[config.mk]
export PLATFORM = sky130hd
export DESIGN_NAME = btn_debounce_multi
export DESIGN_NICKNAME = d
export VERILOG_FILES = /design/src/rtl/btn_debounce_multi.sv
export SDC_FILE = /design/constraint.sdc
export NUM_CORES = 1
export LEC_CHECK = 0
export ABC_AREA = 1
export CORE_MARGIN = 2
export CORE_UTILIZATION = 30
export DETAILED_ROUTE_END_ITERATION = 8
export PLACE_DENSITY = 0.5
export SLEW_MARGIN = 5
export SYNTH_ARGS = -nofsm -noshare
export SYNTH_HDL_FRONTEND = slang
export SYNTH_SLANG_ARGS = --single-unit
export TNS_END_PERCENT = 20
[constraint.sdc]
create_clock -name clk_oled -period 2 [get_ports clk_oled]
set_input_delay 0.5 -clock clk_oled [delete_from_list [all_inputs] [get_ports clk_oled]]
set_output_delay 0.5 -clock clk_oled [all_outputs]
set_load 0.02 [all_outputs]
[src/rtl/btn_debounce_multi.sv]
// Multi-channel push-button conditioner.
// Each channel is synchronised into clk_oled, debounced by a stability counter and
// converted into registered press/release pulses, a long-press level and an optional
// auto-repeat pulse train. Channels are fully independent.
//
// Ports:
//   clk_oled      - block clock, all flops on the rising edge
//   rst_n         - asynchronous active-low reset, clears every flop
//   btn           - raw asynchronous button levels, 1 = pressed
//   state         - debounced level per channel
//   press         - 1-cycle pulse on each debounced 0->1 transition
//   release_pulse - 1-cycle pulse on each debounced 1->0 transition
//   long_press    - high while the channel has been held for HOLD_CYCLES or more
//   repeat_pulse  - 1-cycle auto-repeat pulses while long-pressed (0 if REPEAT_EN = 0)
module btn_debounce_multi #(
  parameter int unsigned N             = 5,
  parameter int unsigned STABLE_CYCLES = 4,
  parameter int unsigned HOLD_CYCLES   = 10,
  parameter int unsigned REPEAT_EN     = 1,
  parameter int unsigned REPEAT_CYCLES = 3
) (
  input  logic         clk_oled,
  input  logic         rst_n,
  input  logic [N-1:0] btn,
  output logic [N-1:0] state,
  output logic [N-1:0] press,
  output logic [N-1:0] release_pulse,
  output logic [N-1:0] long_press,
  output logic [N-1:0] repeat_pulse
);

  localparam int unsigned DW = $clog2(STABLE_CYCLES + 1);
  localparam int unsigned HW = $clog2(HOLD_CYCLES + 1);
  localparam int unsigned RW = (REPEAT_CYCLES > 2) ? $clog2(REPEAT_CYCLES) : 1;

  localparam logic [DW-1:0] DebLast = DW'(STABLE_CYCLES - 1);
  localparam logic [HW-1:0] HoldMax = HW'(HOLD_CYCLES);
  localparam logic [RW-1:0] RepLast = RW'(REPEAT_CYCLES - 1);

  logic [N-1:0]         sync1_q, sync2_q;
  logic [N-1:0]         state_q, state_d;
  logic [N-1:0]         press_q, press_d;
  logic [N-1:0]         release_q, release_d;
  logic [N-1:0]         long_q, long_d;
  logic [N-1:0][DW-1:0] deb_cnt_q, deb_cnt_d;
  logic [N-1:0][HW-1:0] hold_cnt_q, hold_cnt_d;

  always_comb begin
    state_d    = state_q;
    deb_cnt_d  = '0;
    press_d    = '0;
    release_d  = '0;
    hold_cnt_d = '0;
    long_d     = '0;
    for (int unsigned i = 0; i < N; i++) begin
      // Any matching cycle leaves the counter cleared, restarting the stability window.
      if (sync2_q[i] != state_q[i]) begin
        if (deb_cnt_q[i] == DebLast) begin
          state_d[i] = ~state_q[i];
        end else begin
          deb_cnt_d[i] = deb_cnt_q[i] + 1'b1;
        end
      end
      press_d[i]   = state_d[i] & ~state_q[i];
      release_d[i] = ~state_d[i] & state_q[i];
      // Count only while already pressed and not falling on this edge, so the count
      // starts the edge after state rises and clears on the falling edge itself.
      if (state_q[i] && state_d[i]) begin
        hold_cnt_d[i] = (hold_cnt_q[i] == HoldMax) ? hold_cnt_q[i] : hold_cnt_q[i] + 1'b1;
      end
      long_d[i] = state_q[i] & state_d[i] & (hold_cnt_d[i] == HoldMax);
    end
  end

  always_ff @(posedge clk_oled or negedge rst_n) begin
    if (!rst_n) begin
      sync1_q    <= '0;
      sync2_q    <= '0;
      state_q    <= '0;
      deb_cnt_q  <= '0;
      press_q    <= '0;
      release_q  <= '0;
      hold_cnt_q <= '0;
      long_q     <= '0;
    end else begin
      sync1_q    <= btn;
      sync2_q    <= sync1_q;
      state_q    <= state_d;
      deb_cnt_q  <= deb_cnt_d;
      press_q    <= press_d;
      release_q  <= release_d;
      hold_cnt_q <= hold_cnt_d;
      long_q     <= long_d;
    end
  end

  assign state         = state_q;
  assign press         = press_q;
  assign release_pulse = release_q;
  assign long_press    = long_q;

  if (REPEAT_EN != 0) begin : g_repeat
    logic [N-1:0][RW-1:0] rep_cnt_q, rep_cnt_d;
    logic [N-1:0]         rep_q, rep_d;

    always_comb begin
      rep_cnt_d = '0;
      rep_d     = '0;
      for (int unsigned i = 0; i < N; i++) begin
        if (long_d[i]) begin
          // First pulse coincides with long_press rising, then one per period.
          if (!long_q[i] || (rep_cnt_q[i] == RepLast)) begin
            rep_d[i] = 1'b1;
          end else begin
            rep_cnt_d[i] = rep_cnt_q[i] + 1'b1;
          end
        end
      end
    end

    always_ff @(posedge clk_oled or negedge rst_n) begin
      if (!rst_n) begin
        rep_cnt_q <= '0;
        rep_q     <= '0;
      end else begin
        rep_cnt_q <= rep_cnt_d;
        rep_q     <= rep_d;
      end
    end

    assign repeat_pulse = rep_q;
  end else begin : g_no_repeat
    assign repeat_pulse = '0;
  end

endmodule

==> impl_metrics.toml, run 1 <==
[outcome]
outcome = "completed"

[synthesis]
synth_top_family_by_area = "simple AND/OR/NAND/NOR gates"
synth_flop_cell = "dfrtp_1"
netlist.area_leader.share_pct = 59.9
synth_compound_area_share_pct = 2.47
ys_top_cells_by_count = "80 x dfrtp_1, 67 x nand2_1, 54 x inv_1"
ys_types = 21
synthAdderAreaFrac_pct = 7.48
synth-xor-area-share_pct = 1.31
yosys.area_share.simple_pct = 22.4
async_flop_share_pct = 100
synthMostInstantiatedCell = "dfrtp_1"
synth_area_leaders = "dfrtp_1 60%, nand2_1 7.5%, ha_1 7.5%"
synth-seq-cells = 80
muxShareOfSynthArea_pct = 0
synth_cells = 348
ys_warn_count = 0
synth_nets = 375
netlist_area_mm2 = 0.00334
seq_area_frac_synth_pct = 59.9
synth_edf_count = 0
synth.avg_cell_area_um2 = 9.61
synth_top_area_cell = "dfrtp_1"

[pwr]
finalPower_mw = 4.53
p_int_mw = 3.05
p_per_area_mw_per_mm2 = 1110
power_leakage_nw = 2.03
pwr-share-comb_pct = 23.6
pwr-share-clk_pct = 29.8
p_switching_mw = 1.48
sw_frac_of_total_pct = 32.8
pwr-share-seq_pct = 46.7
irDropWorstVdd_mv = 0.527

[cts]
cts_max_level = 3
cts_buffers = 9
cts-root-buf = "clkbuf_8"
clock_sinks = 80
clkTransAtPathRegs_ns = 0.09
post-cts-setup-buffers = 0
cts_tree = "done"
cts_buffer_depth = 2
clk_latency_ns = 0.35

[routing]
routedWlPerCell_um = 9.80
postRouteAntennaNets = 0
drt_wl_total_um = 5250
vias_per_cell = 4.20
drc = 0
drt_iter0_drc = 86
vias = 2253
first_pass_iters = 4

[global_routing]
grt_max_degree = 81
grt_pass1_wl_um = 9620
track_usage_pct = 10.3
grt_pass1_vias = 2194
antenna_found_initial = 0
grt_overflow = 0

[placed_design]
gp_congestion = 0.721
io_buffers = 31
dp_hpwl_um = 3630
dpl_worst_slack_ns = 0.434

[timing]
fin_crit_sh_pct = 96.1
drv_slew = 0
timing.final.crit_period_ns = 1.92
rsz0062_at_grt = "false"
finalHoldViolations = 0
worst_slack_ns = 0.0779
clock.fmax_ghz = 0.520
setup_viol = 0
tightest_slew_ns = 0.448
relSlewSlack_pct = 70.1
skew_ns = 0.0103
fin_setup_tns_ns = 0

[min_path]
hp-class = "in -> async"

[die]
start_util_pct = 30.9
core_area_mm2 = 0.0108
num_rows = 38
die_area_mm2 = 0.0120
dieWidth_um = 110
ios = 32
die_h_um = 110

[finish]
final_util_pct = 37.7
diodes = 0
drive_gt1_share_pct = 9.09
finish.net_count = 418
syn_to_final_growth_pct = 22.1

[flow_run]
maxCapViolCount = 0

[worst_setup_path]
crit_start = "state[4]"
timing.rr.start = "hold_cnt_q[16]"
endpoint_kind = "output port"
crit_arrival_ns = 1.42
slowest_stage = "clkdlybuf4s50_1"
cp-start-kind = "flop"
slowest_delay_ns = 0.63
worstSetupPathType = "reg -> out"
cp_top_family = "buffers and inverters"
worst_ep_required_time_ns = 1.50
path_buf_inv = 1
cp_max_fo = 6
cp_cell_sequence = "clkdlybuf4s50_1"
-- per-stage QoR --
| step | std cells | hold WS [ns] | cell area, um2 |
|---|---|---|---|
| 2_1_floorplan | 348 | 0.204 | 3340 |
| 3_3_place_gp | 520 | 0.333 | 3850 |
| 3_5_place_dp | 520 | 0.335 | 3850 |
| 4_1_cts | 536 | 0.184 | 4080 |
| 5_1_grt | 536 | 0.197 | 4080 |
| 6_report | 536 | 0.137 | 4080 |
-- cells by family (layout without fill, tap and decap cells) --
family,after synthesis,count (layout)
DFF,80,80
xor gates and xnor gates,5,5
and+or+nand+nor,170,170
AOI/OAI and AO/OA,15,15
buffers and inverters,58,106
adders and majority gates,20,20
-- metal layers --
layer,part of all wire [%],track usage [%]
met1,47,13.6
met2,48,16.0
met4,2.2,5.42
met3,2.9,2.13
met5,0,0
-- state kept, by name, indices dropped and copies added, names as in the netlist --
name / count
repeat_pulse: 5
state: 5
press: 5
deb_cnt_q: 15
g_repeat.rep_cnt_q: 10
hold_cnt_q: 20
release_pulse: 5
sync2_q: 5
sync1_q: 5
long_press: 5
-- layout make-up --
cell class / count / area, um2
Tap cell: 140 / 175
Timing Repair Buffer: 32 / 335
Clock buffer: 9 / 124
Fill cell: 1111 / 6760
Clock inverter: 7 / 104
Multi-Input combinational cell: 210 / 1120
Inverter: 58 / 218
Sequential cell: 80 / 2000
-- cells in the final DEF, fill, tap and decap left out, drive strengths merged, types with 5 or more instances in the layout --
master and count:
ha 20, nand2 71, xnor2 5, nand4 6, a21oi 8, nor3 15, dfrtp 80, o21ai 7
nor2 58, nand3 13, inv 60, clkdlybuf4s50 27, clkbuf 9
-- timing repair --
action                     in CTS  in global routing
hold endpoints to repair        0                  0
setup endpoints to repair       0                  3
hold buffers                    0                  0
resized for setup               0                  3
-- power by group through the flow --
stage | Sequential (mW) | Combinational (mW) | Clock (mW)
2_1_floorplan | 2.21 | 0.633 | 0
3_3_place_gp | 2.14 | 1.09 | 0
3_5_place_dp | 2.15 | 1.09 | 0
4_1_cts | 2.12 | 1.10 | 1.41
5_1_grt | 2.16 | 1.23 | 1.47
6_report | 2.11 | 1.07 | 1.35
-- path summary, 6_finish.rpt --
kind,endpoint,slack [ns],cells after the start
worst max-delay path,state[4],0.08,1
worst min-delay path,deb_cnt_q[5],0.14,2
worst max register to register,repeat_pulse[4],0.61,6
worst min register to register,sync2_q[0],0.35,0
max in group asynchronous,hold_cnt_q[14],1.48,2
min in group clk_oled,sync2_q[0],0.35,0
(Power assumes the default switching activity.)
==> inputs of run 2 (changes only) <==
clock period = 2.39 ns   (was 2 ns; I/O delays follow)
==> run 2 against run 1 <==
  * Register-to-register slack gained 0.27 ns
  * Combinational power shrank 16%
  * Non-clock buffer count grew 2
  * Routed wire length grew 4.0%
  * Critical endpoint is now state[0]
==> impl_metrics.toml, run 2 (synthesized netlist as in run 1, its figures left out) <==
[outcome]
outcome = "completed"

[worst_setup_path]
crit_cells = 1
path_buf_inv = 1
crit_start = "state[0]"
worstSetupPathType = "reg -> out"
cp_max_fo = 6
worst_ep_required_time_ns = 1.79
r2r-end = "repeat_pulse[3]"
reg2regPathDepth = 6
slowest_stage = "clkdlybuf4s50_1"
crit_path_end = "state[0]"
cp_cell_sequence = "clkdlybuf4s50_1"
endpoint_kind = "output port"
reg2reg_slack_ns = 0.88
timing.rr.start = "hold_cnt_q[12]"
cp-start-kind = "flop"
cp_top_family = "buffers and inverters"
slowest_delay_ns = 0.64
crit_arrival_ns = 1.45

[finish]
diodes = 0
largest_reg_flops = 20
largest_registers = "hold_cnt_q (20), deb_cnt_q (15), g_repeat.rep_cnt_q (10)"
drive_gt1_share_pct = 9.32
final_cell_mix = "80 x dfrtp_1, 67 x nand2_1, 54 x inv_1"
mostFrequentLayoutCell = "dfrtp_1"
finish.net_count = 420
syn_to_final_growth_pct = 22.3
largest-register = "hold_cnt_q"

[cts]
clkTransAtPathRegs_ns = 0.08
cts-root-buf = "clkbuf_8"
cts_max_level = 3
ctsHoldBuffers = 0
clk_latency_ns = 0.35
cts_buffer_depth = 2
post-cts-setup-buffers = 0
clock_sinks = 80
cts_buffers = 9
post_cts_resized = 0
cts_tree = "done"

[timing]
holdWs_ns = 0.218
fin_setup_tns_ns = 0
clock.fmax_ghz = 0.489
fin_crit_sh_pct = 85.6
setup_viol = 0
rsz0062_at_grt = "false"
tightest_slew_ns = 0.534
timing.final.crit_period_ns = 2.05
relSlewSlack_pct = 64.4
finalHoldViolations = 0
skew_ns = 0.00927
drv_slew = 0

[global_routing]
grt_pass1_vias = 2097
grt_util_met3_pct = 3.50
grt-busiest-layer = "met2"
grt_overflow = 0
grt_pass1_wl_um = 9310
track_usage_pct = 10.3
grt_max_degree = 41
antenna_found_initial = 0
grtUsageMet2_pct = 16.1
use_met1_pct = 12.8

[routing]
drc = 0
postRouteAntennaNets = 0
first_pass_iters = 4
drt_wl_total_um = 5470
vias_per_cell = 4.15
drt_iter0_drc = 54
routedWlPerCell_um = 10.2
vias = 2231

[min_path]
hp-class = "in -> async"

[pwr]
power_leakage_nw = 2.01
p_per_area_mw_per_mm2 = 939
irDropWorstVdd_mv = 0.468

[placed_design]
io_buffers = 31
dp_hpwl_um = 3990
gp_congestion = 0.766

[die]
ios = 32
num_rows = 38
core_area_mm2 = 0.0108
die_h_um = 110
start_util_pct = 30.9
dieWidth_um = 110
die_area_mm2 = 0.0120

[flow_run]
maxCapViolCount = 0
==> run 2: changes by cell type in the layout (fill, tap and decap cells not counted), sizes merged <==
| cell | before | now |
|---|---|---|
| clkbuf | 9 | 13 |
| clkdlybuf4s50 | 27 | 30 |
| dlymetal6s2s | 3 | 0 |
| buf | 2 | 4 |
| clkinv | 2 | 0 |
| inv | 60 | 58 |
| clkinvlp | 1 | 0 |
==> run 2: cell type report <==
type	instances	area, um2
clock buffer	13	179
inverter	58	218
timing repair buffer	34	330
tap	140	175
fill	1081	6750
sequential	80	2000
multi-input combinational	210	1120
clock inverter	2	60.1
==> run 2: per-stage QoR <==
stage | util [%] | cell area, um2 | instances | setup WS (ns) | power, mW
after global placement | 35.5 | 3850 | 522 | 0.734 | 2.71
after floorplan | - | 3340 | 348 | 1.16 | 2.38
final | 37.7 | 4090 | 537 | 0.345 | 3.84
after global routing | 37.7 | 4090 | 537 | 0.272 | 4.12
after CTS | 37.7 | 4090 | 537 | 0.312 | 3.92
after detailed placement | 35.5 | 3850 | 522 | 0.729 | 2.72
==> run 2: worst min path at each step <==
stage | cells after the start | startpoint | slack [ns] | end
floorplan | 0 | rst_n | 0.30 | deb_cnt_q[0]
global placement | 0 | sync1_q[4] | 0.33 | sync2_q[4]
detailed placement | 0 | sync1_q[1] | 0.33 | sync2_q[1]
CTS | 1 | rst_n | 0.23 | deb_cnt_q[5]
global route | 1 | rst_n | 0.26 | deb_cnt_q[5]
finish | 1 | rst_n | 0.22 | deb_cnt_q[5]
==> run 2: power by group <==
part           switching (mW)  internal, mW
sequential              0.199          1.58
combinational           0.527         0.376
clock                   0.465         0.697
==> run 2: metal layers <==
layer  vias up  wire length, um  part of all wire, %
met1      1031             2600                   48
met2        22             2540                   47
met5         -                0                    0
met4         0              116                  2.1
li1       1167                -                    -
met3        11              205                  3.8
==> variant, RTL diff (settings of run 1) <==
Register the output `release_pulse` once more; this adds one clock of latency there. The other outputs are not delayed to match. Comments in the files are not updated.
--- a/src/rtl/btn_debounce_multi.sv
+++ b/src/rtl/btn_debounce_multi.sv
@@ -97,5 +97,7 @@
   assign state         = state_q;
   assign press         = press_q;
-  assign release_pulse = release_q;
+  always_ff @(posedge clk_oled) begin
+    release_pulse <= release_q;
+  end
   assign long_press    = long_q;
 
Behaviour: same outputs for any inputs over 10 cycles, from zero or initial values and one cycle with rst_n low; that may be too few to reach the edited logic, so the function may still have changed.
==> variant against run 1 <==
- utilization increased by 0.28 points
- power increased by 14%
- largest power group unchanged
- setup slack about the same
- synthesized area increased by 3.0%
- sequential share of layout area decreased by 0.098 points
- wire length increased by 5.2%
- critical path type unchanged
- sequential cell count increased by 5
- largest cell class unchanged
- final area increased by 5.2%
==> variant: results (changes against run 1) <==
set qor(flow.area_growth_from_synthesis_pct) 24.7 ;# was 22.1%
set qor(max-vdd-ir-drop_mv) 0.520 ;# was 0.527 mV
set qor(routed_wire_length_per_instance_um) 10.2 ;# was 9.80 µm
set qor(nonClockBufferCount) 33 ;# was 32
set qor(fraction_of_registers_with_async_set_or_reset_after_synthesis_pct) 94.1 ;# was 100%
set qor(layout.clock_buffers) 12 ;# was 9
set qor(clk_sink_count) 85 ;# was 80
set qor(worst_pin_slew_ps) 470 ;# was 448 ps
set qor(dp_cells) 529 ;# was 520
set qor(multi_input_area_share_pct) 26.2 ;# was 27.6%
set qor(bufAreaShareNonClock_pct) 7.86 ;# was 8.21%
set qor(clock_path_buffers) 2 ;# unchanged
set qor(seq-cell-share_pct) 48.9 ;# was 49.0%
set qor(run_status) {finished, final reports clean} ;# unchanged
set qor(synth_seq_area_share_pct) 61.0 ;# was 59.9%
set qor(leakage_uw) 0.00210 ;# was 0.00203 µW
set qor(gp_congestion) 0.743 ;# was 0.721
set qor(drive_above_1_share_pct) 8.98 ;# was 9.09%
set qor(grt_first_pass_wirelength_um) 10100 ;# was 9620 µm
set qor(switching_power_uw) 1520 ;# was 1480 µW
set qor(synthesis.area_mm2) 0.00344 ;# was 0.00334 mm²
set qor(detailedRoute.firstIterationViolations) 41 ;# was 86
set qor(gr-usage-all-layers_pct) 10.2 ;# was 10.3%
set qor(hold_class) {in2async} ;# unchanged
set qor(dp_hpwl_um) 3900 ;# was 3630 µm
set qor(clk_share_pct) 7.78 ;# was 5.58%
set qor(synth.net_count) 380 ;# was 375
set qor(synthDominantCellAreaShare_pct) 58.1 ;# was 59.9%
set qor(grt_start_max_net_pins) 36 ;# was 81
set qor(syn_inst_count) 353 ;# was 348
set qor(synth.top_cells.by_area) {sky130_fd_sc_hd__dfrtp_1 (58%), sky130_fd_sc_hd__nand2_1 (7.3%), sky130_fd_sc_hd__ha_1 (7.3%)} ;# was sky130_fd_sc_hd__dfrtp_1 (60%), sky130_fd_sc_hd__nand2_1 (7.5%), sky130_fd_sc_hd__ha_1 (7.5%)
set qor(nets) 424 ;# was 418
set qor(clock-skew-final_ps) 7.87 ;# was 10.3 ps
set qor(ys_warn_count) 0 ;# unchanged
set qor(clockRootBuffer) {sky130_fd_sc_hd__clkbuf_16} ;# was sky130_fd_sc_hd__clkbuf_8
set qor(routed_wl_um) 5530 ;# was 5250 µm
set qor(yosys.cell_types.count) 22 ;# was 21
set qor(first_global_vias) 2316 ;# was 2194
set qor(clock_slew_seen_by_the_registers_of_the_worst_setup_and_hold_paths_ps) 60 ;# was 90 ps
set qor(place_area_mm2) 0.00396 ;# was 0.00385 mm²
-- variant: routing by layer --
| metal | track usage, % | vias to the layer above | routed length (µm) |
|---|---|---|---|
| li1 | - | 1184 | - |
| met1 | 12.5 | 1084 | 2620 |
| met2 | 16.1 | 34 | 2510 |
| met3 | 2.90 | 13 | 220 |
| met4 | 6.17 | 0 | 172 |
| met5 | 0 | - | 0 |
-- variant: stage by stage --
step           setup WS (ps)  hold slack [ps]
2_1_floorplan            774              204
3_3_place_gp             441              328
3_5_place_dp             425              331
4_1_cts                 50.3              129
5_1_grt                 20.5              147
6_report                78.1              115
-- variant: power groups by stage --
stage                     sequential (µW)  combinational [µW]  clock [µW]
after global placement               2280                1090           0
after global routing                 2310                1260        1980
after detailed placement             2300                1100           0
after floorplan                      2350                 633           0
after CTS                            2260                1110        1910
final                                2260                1090        1830
-- variant: kinds of logic (layout without fill, tap and decap cells) --
group	Yosys count	after routing	synth area share (%)
AO/OA/AOI/OAI	15	15	2.40
XOR/XNOR	5	5	1.27
adder cells (fa/ha/maj)	20	20	7.26
buffers and inverters	58	106	6.32
flip-flops	85	85	61.0
AND/OR/NAND/NOR	170	170	21.7
-- variant: worst paths after layout --
path	slack (ps)	depth (start not counted)	end	from
worst max-delay path	80	1	state[0]	state[0]$_DFF_PN0_
worst min-delay path	120	1	deb_cnt_q[0]$_DFF_PN0_	rst_n
worst max register to register	590	9	repeat_pulse[3]$_DFF_PN0_	hold_cnt_q[12]$_DFF_PN0_
worst min register to register	340	0	release_pulse[3]$_DFF_P_	release_q[3]$_DFF_PN0_
max in group asynchronous	1330	2	release_q[3]$_DFF_PN0_	rst_n
min in group clk_oled	340	0	release_pulse[3]$_DFF_P_	release_q[3]$_DFF_PN0_
